`src/rtl/intersection_phase_ctrl.sv`:
```
// Four-way intersection phase scheduler: NS/EW car + pedestrian lights, min/max green, latched ped buttons.
// Latency: outputs are registered and change on the clk that carries the timing tick; no backpressure, inputs sampled every clk.
// Optional NIGHT_FLASH_EN adds night_mode and a flashing-yellow FLASH state.
module intersection_phase_ctrl #(
  parameter int TICK_DIV  = 10,
  parameter int GREEN_MIN = 4,
  parameter int GREEN_MAX = 8,
  parameter int YELLOW_T  = 2,
  parameter int ALLRED_T  = 1,
  parameter int WALK_T    = 3
) (
  input  logic       clk,
  input  logic       rst_n,
  input  logic       ns_req,
  input  logic       ew_req,
  input  logic       ns_ped_btn,
  input  logic       ew_ped_btn,
`ifdef NIGHT_FLASH_EN
  input  logic       night_mode,
`endif
  output logic [1:0] ns_car,
  output logic [1:0] ew_car,
  output logic [1:0] ns_hmn,
  output logic [1:0] ew_hmn,
  output logic       ns_ped_pend,
  output logic       ew_ped_pend,
  output logic [6:0] cycle
);
  localparam int PW     = (TICK_DIV > 1) ? $clog2(TICK_DIV) : 1;
  localparam int TMAX_A = (GREEN_MAX > YELLOW_T) ? GREEN_MAX : YELLOW_T;
  localparam int TMAX   = (TMAX_A > ALLRED_T) ? TMAX_A : ALLRED_T;
  localparam int TW     = $clog2(TMAX + 1) + 1;

`ifdef NIGHT_FLASH_EN
  typedef enum logic [2:0] {
    INIT_AR, NS_GREEN, NS_YELLOW, AR_NS, EW_GREEN, EW_YELLOW, AR_EW, FLASH
  } state_t;
`else
  typedef enum logic [2:0] {
    INIT_AR, NS_GREEN, NS_YELLOW, AR_NS, EW_GREEN, EW_YELLOW, AR_EW
  } state_t;
`endif

  state_t        state, state_nxt;
  logic [PW-1:0] pre_cnt;
  logic [TW-1:0] timer, timer_nxt, elapsed;
  logic          tick, ns_enter, ew_enter;
  logic          ns_walk, ew_walk, ns_walk_nxt, ew_walk_nxt;
  logic [1:0]    ns_car_nxt, ew_car_nxt, ns_hmn_nxt, ew_hmn_nxt;
`ifdef NIGHT_FLASH_EN
  logic          night_q, night_q_nxt, flash_on, flash_on_nxt;
`endif

  assign tick        = (pre_cnt == PW'(TICK_DIV - 1));
  assign elapsed     = timer + TW'(1);
  assign ns_enter    = (state != NS_GREEN) && (state_nxt == NS_GREEN);
  assign ew_enter    = (state != EW_GREEN) && (state_nxt == EW_GREEN);
  assign ns_walk_nxt = ns_enter ? ns_ped_pend : ns_walk;
  assign ew_walk_nxt = ew_enter ? ew_ped_pend : ew_walk;

  always_comb begin
    state_nxt = state;
    if (tick) begin
      case (state)
        INIT_AR:   if (elapsed >= TW'(ALLRED_T)) state_nxt = NS_GREEN;
        NS_GREEN:  if ((elapsed >= TW'(GREEN_MIN) && (ew_req || ew_ped_pend)) ||
                       elapsed >= TW'(GREEN_MAX)) state_nxt = NS_YELLOW;
        NS_YELLOW: if (elapsed >= TW'(YELLOW_T)) state_nxt = AR_NS;
        AR_NS:     if (elapsed >= TW'(ALLRED_T)) state_nxt = EW_GREEN;
        EW_GREEN:  if ((elapsed >= TW'(GREEN_MIN) && (ns_req || ns_ped_pend)) ||
                       elapsed >= TW'(GREEN_MAX)) state_nxt = EW_YELLOW;
        EW_YELLOW: if (elapsed >= TW'(YELLOW_T)) state_nxt = AR_EW;
        AR_EW:     if (elapsed >= TW'(ALLRED_T)) state_nxt = NS_GREEN;
`ifdef NIGHT_FLASH_EN
        FLASH:     if (!night_mode) state_nxt = INIT_AR;
`endif
        default:   state_nxt = INIT_AR;
      endcase
`ifdef NIGHT_FLASH_EN
      // Night request was captured when the all-red phase began.
      if ((state == AR_NS || state == AR_EW) && state_nxt != state && night_q)
        state_nxt = FLASH;
`endif
    end
  end

  always_comb begin
    if (!tick)                   timer_nxt = timer;
    else if (state_nxt != state) timer_nxt = '0;
    else if (&timer)             timer_nxt = timer;
    else                         timer_nxt = elapsed;
  end

`ifdef NIGHT_FLASH_EN
  always_comb begin
    night_q_nxt = night_q;
    if ((state_nxt == AR_NS || state_nxt == AR_EW) && state_nxt != state)
      night_q_nxt = night_mode;
    if (state_nxt != FLASH)  flash_on_nxt = 1'b0;
    else if (state != FLASH) flash_on_nxt = 1'b1;
    else                     flash_on_nxt = tick ? ~flash_on : flash_on;
  end
`endif

  always_comb begin
    ns_car_nxt = 2'b00;
    ew_car_nxt = 2'b00;
    ns_hmn_nxt = 2'b00;
    ew_hmn_nxt = 2'b00;
    case (state_nxt)
      NS_GREEN: begin
        ns_car_nxt = 2'b10;
        if (ns_walk_nxt) ns_hmn_nxt = (timer_nxt < TW'(WALK_T)) ? 2'b10 : 2'b01;
      end
      NS_YELLOW: ns_car_nxt = 2'b01;
      EW_GREEN: begin
        ew_car_nxt = 2'b10;
        if (ew_walk_nxt) ew_hmn_nxt = (timer_nxt < TW'(WALK_T)) ? 2'b10 : 2'b01;
      end
      EW_YELLOW: ew_car_nxt = 2'b01;
`ifdef NIGHT_FLASH_EN
      FLASH: begin
        ns_car_nxt = {1'b0, flash_on_nxt};
        ew_car_nxt = {1'b0, flash_on_nxt};
      end
`endif
      default: ;
    endcase
  end

  always_ff @(posedge clk or negedge rst_n) begin
    if (!rst_n) begin
      state       <= INIT_AR;
      pre_cnt     <= '0;
      timer       <= '0;
      ns_walk     <= 1'b0;
      ew_walk     <= 1'b0;
      ns_car      <= 2'b00;
      ew_car      <= 2'b00;
      ns_hmn      <= 2'b00;
      ew_hmn      <= 2'b00;
      ns_ped_pend <= 1'b0;
      ew_ped_pend <= 1'b0;
      cycle       <= 7'd0;
`ifdef NIGHT_FLASH_EN
      night_q     <= 1'b0;
      flash_on    <= 1'b0;
`endif
    end else begin
      state       <= state_nxt;
      pre_cnt     <= tick ? '0 : pre_cnt + PW'(1);
      timer       <= timer_nxt;
      ns_walk     <= ns_walk_nxt;
      ew_walk     <= ew_walk_nxt;
      ns_car      <= ns_car_nxt;
      ew_car      <= ew_car_nxt;
      ns_hmn      <= ns_hmn_nxt;
      ew_hmn      <= ew_hmn_nxt;
      // A press coinciding with the green-entry clear keeps the request.
      ns_ped_pend <= ns_ped_btn | (ns_ped_pend & ~ns_enter);
      ew_ped_pend <= ew_ped_btn | (ew_ped_pend & ~ew_enter);
      cycle       <= cycle + 7'(ns_enter);
`ifdef NIGHT_FLASH_EN
      night_q     <= night_q_nxt;
      flash_on    <= flash_on_nxt;
`endif
    end
  end
endmodule

```
`config.mk`:
```
export PLATFORM = sky130hd
export DESIGN_NAME = intersection_phase_ctrl
export DESIGN_NICKNAME = d
export VERILOG_FILES = /design/src/rtl/intersection_phase_ctrl.sv
export SDC_FILE = /design/constraint.sdc
export NUM_CORES = 1
export LEC_CHECK = 0
export CORE_UTILIZATION = 47
export CTS_CLUSTER_SIZE = 24
export DETAILED_ROUTE_END_ITERATION = 6
export PLACE_DENSITY = 0.8
export SLEW_MARGIN = 20
export SYNTH_ARGS = -nofsm -noshare
export SYNTH_HDL_FRONTEND = slang
export SYNTH_SLANG_ARGS = --single-unit
export TNS_END_PERCENT = 30
```
`constraint.sdc`:
```
create_clock -name clk -period 3.9 [get_ports clk]
set_clock_uncertainty 0.2 [all_clocks]
set_input_delay 0.78 -clock clk [delete_from_list [all_inputs] [get_ports clk]]
set_output_delay 0.78 -clock clk [all_outputs]
set_load 0.01 [all_outputs]
```
==> impl_metrics.env <==
export IMPL_drt_total_wl_um=3360
export IMPL_grt_pass1_wl_um=5150
export IMPL_floorplan_die_area_mm2=0.00383
export IMPL_coreArea_mm2=0.00339
export IMPL_numCtsBuffers=5
export IMPL_clk_pin_slew_ns=0.09
export IMPL_worstPathArrival_ns=3.40
export IMPL_place_congestion=0.890
export IMPL_synth_area_mm2=0.00169
export IMPL_ir_drop_mv=0.210
export IMPL_endpoint_kind="register"
export IMPL_rr_startpoint="timer[0]"
export IMPL_crit_type="register to register"
export IMPL_yosysTopAreaCell="dfrtp_1"
export IMPL_die_x_um=61.9
export IMPL_seqCellArea_um2=776
export IMPL_areaGrowthSynthToFinish_pct=19.6
export IMPL_hp_start="cycle[6]"
export IMPL_io_pins=23
export IMPL_synth_nets=174
export IMPL_cts_tree="built"
export IMPL_hold_viol_final=0
export IMPL_power_density_mw_per_mm2=281
export IMPL_reg2reg_slack_ns=0.55
export IMPL_route_met2_wl_um=1660
export IMPL_worst_pin_slew_ns=0.418
export IMPL_start_util=0.498
export IMPL_drive_gt1_frac=0.122
export IMPL_grt_ovfl_total=0
export IMPL_timing_fmax_mhz=299
export IMPL_top_layer="met4"
export IMPL_synth_top_area_frac=0.460
export IMPL_die_h_um=61.9
export IMPL_holdPathStages=1
export IMPL_fin_nets=200
export IMPL_antennaDiodeCount=0
export IMPL_r2r_end="cycle[6]"
export IMPL_rsz0062_at_grt="false"
export IMPL_slew_violations=0
export IMPL_layout_setup_ws_ns=0.551
export IMPL_post_route_util=0.595
export IMPL_drc_errors=0
export IMPL_slew_headroom=0.713
export IMPL_dr_pass1_iters=4
export IMPL_pre_cts_ws_ns=0.595
export IMPL_min_to="cycle[6]"
export IMPL_fin_tns_setup_ns=0
export IMPL_cts_setup_buffers=0
export IMPL_cts_root_buf="clkbuf_4"
export IMPL_vias=1307
export IMPL_required_ns=3.95
export IMPL_grt_pass1_vias=1175
export IMPL_ys_ff_latch=31
export IMPL_postSynthCellCount=162
export IMPL_rr_worst_depth=13
export IMPL_hold_path_class="register to register"
export IMPL_yosys_cell_count_top_type="dfrtp_1"
export IMPL_synth_cell_types=51
export IMPL_route_met3_wl_um=196
export IMPL_wl_met1_um=1470
export IMPL_port_buffers=22
export IMPL_num_fill_cells=285
export IMPL_ys_seq_area_frac=0.460
export IMPL_cts_repair_resized=0
export IMPL_drtIter0Drc=87
export IMPL_track_usage=0.191
export IMPL_hpwlAfterDp_um=2480
export IMPL_syn_area_per_cell_um2=10.4
export IMPL_rows=21
export IMPL_ys_warnings_count=0
export IMPL_clock_sinks=31
export IMPL_cp_start_kind="register"
export IMPL_grt_antenna_before_repair=0
export IMPL_async_reset_ff_frac=1.00
export IMPL_hold_buffers=0
export IMPL_vias_per_cell=5.59
export IMPL_synth_cells_most_frequent="dfrtp_1, inv_1, nand2_1"
export IMPL_htreeDepth=2
export IMPL_synth_edf_count=0
export IMPL_multiInputGateArea_um2=825
export IMPL_fin_crit_ns=3.35
export IMPL_wl_per_cell_um=14.4
export IMPL_grt_max_degree=32
export IMPL_ant_nets=0
export IMPL_setup_viol=0
export IMPL_crit_fanout=8
export IMPL_synth_flop_cell="dfrtp_1"
export IMPL_maxCapViolations=0
export IMPL_leakage_nw=0.990
export IMPL_worstSkewPairLatency_ns=0.32
export IMPL_status="completed"
export IMPL_finalCritPeriodShare=0.859
export IMPL_synth_area_leaders="dfrtp_1, ha_1, xnor2_1"
export IMPL_cts_buffer_depth=2
## registers in the layout (all words and copies together) (netlist names)
signal and count:
cycle 7, pre_cnt 4, ew_walk 1, state 3
ew_ped_pend 1, ns_walk 1, ns_car 2, ew_car 2
ew_hmn 2, timer 5, ns_ped_pend 1, ns_hmn 2
## cell families (layout without fill, tap and decap cells)
logic type | Yosys count | count (layout) | synth area share
compound gates | 38 | 38 | 0.165
xor+xnor | 10 | 10 | 0.0519
fa+ha+maj | 7 | 7 | 0.0504
buf+inv | 19 | 45 | 0.0512
flops | 31 | 31 | 0.460
mux | 6 | 6 | 0.0408
simple gates | 51 | 51 | 0.180
## stage by stage
step	instances	cell area (µm²)	power [mW]	hold slack [ns]
2_1_floorplan	162	1690	0.328	0.274
3_3_place_gp	227	1950	0.340	0.260
3_5_place_dp	227	1950	0.340	0.276
4_1_cts	234	2020	0.575	0.291
5_1_grt	234	2020	0.591	0.329
6_report	234	2020	0.566	0.295
## worst max path at each step
stage	depth (start not counted)	end	startpoint
2_1_floorplan	13	cycle[6]	timer[1]
3_3_place_gp	13	cycle[6]	timer[0]
3_5_place_dp	13	cycle[6]	timer[0]
4_1_cts	13	cycle[6]	timer[0]
5_1_grt	13	cycle[6]	timer[0]
6_report	13	cycle[6]	timer[0]
## cell type report
class	instances	area share
Sequential cell	31	0.385
Clock buffer	6	0.0205
Timing Repair Buffer	24	0.117
Clock inverter	1	0.0149
Inverter	14	0.0261
Multi-Input combinational cell	112	0.409
Tap cell	46	0.0285
## where the power goes
group          internal, mW  total (mW)         switching [mW]
Combinational       0.00502      0.0115                0.00645
Sequential            0.321       0.321  0.0000000000000000560
Clock                 0.132       0.233                  0.101
## layout by cell type, fill, tap and decap left out, types with 5 or more instances in the layout
cell / netlist / layout
a21oi_1: 8 / 8
and3_1: 6 / 6
clkbuf_4: 0 / 5
clkdlybuf4s50_1: 0 / 22
dfrtp_1: 31 / 31
ha_1: 6 / 6
inv_1: 14 / 14
nand2_1: 12 / 12
nand3_1: 7 / 7
nor2_1: 9 / 9
o21ai_0: 7 / 7
xnor2_1: 7 / 7
## worst max-delay path, cell delays in order (launching register included)
cell	delay [ns]
dfrtp_1	0.50
ha_1	0.36
nand3_1	0.14
ha_1	0.35
nor4b_2	0.32
o211ai_2	0.21
and2_1	0.21
nand3_1	0.13
inv_1	0.06
ha_1	0.20
ha_1	0.21
and3_1	0.17
nand3_1	0.09
xnor2_1	0.13
## metal layers
layer | global-route usage | vias to the layer above
li1 | - | 628
met4 | 0.0730 | 0
met3 | 0.0621 | 6
met2 | 0.316 | 59
met1 | 0.232 | 614
met5 | 0 | -
(Power assumes the default switching activity.)
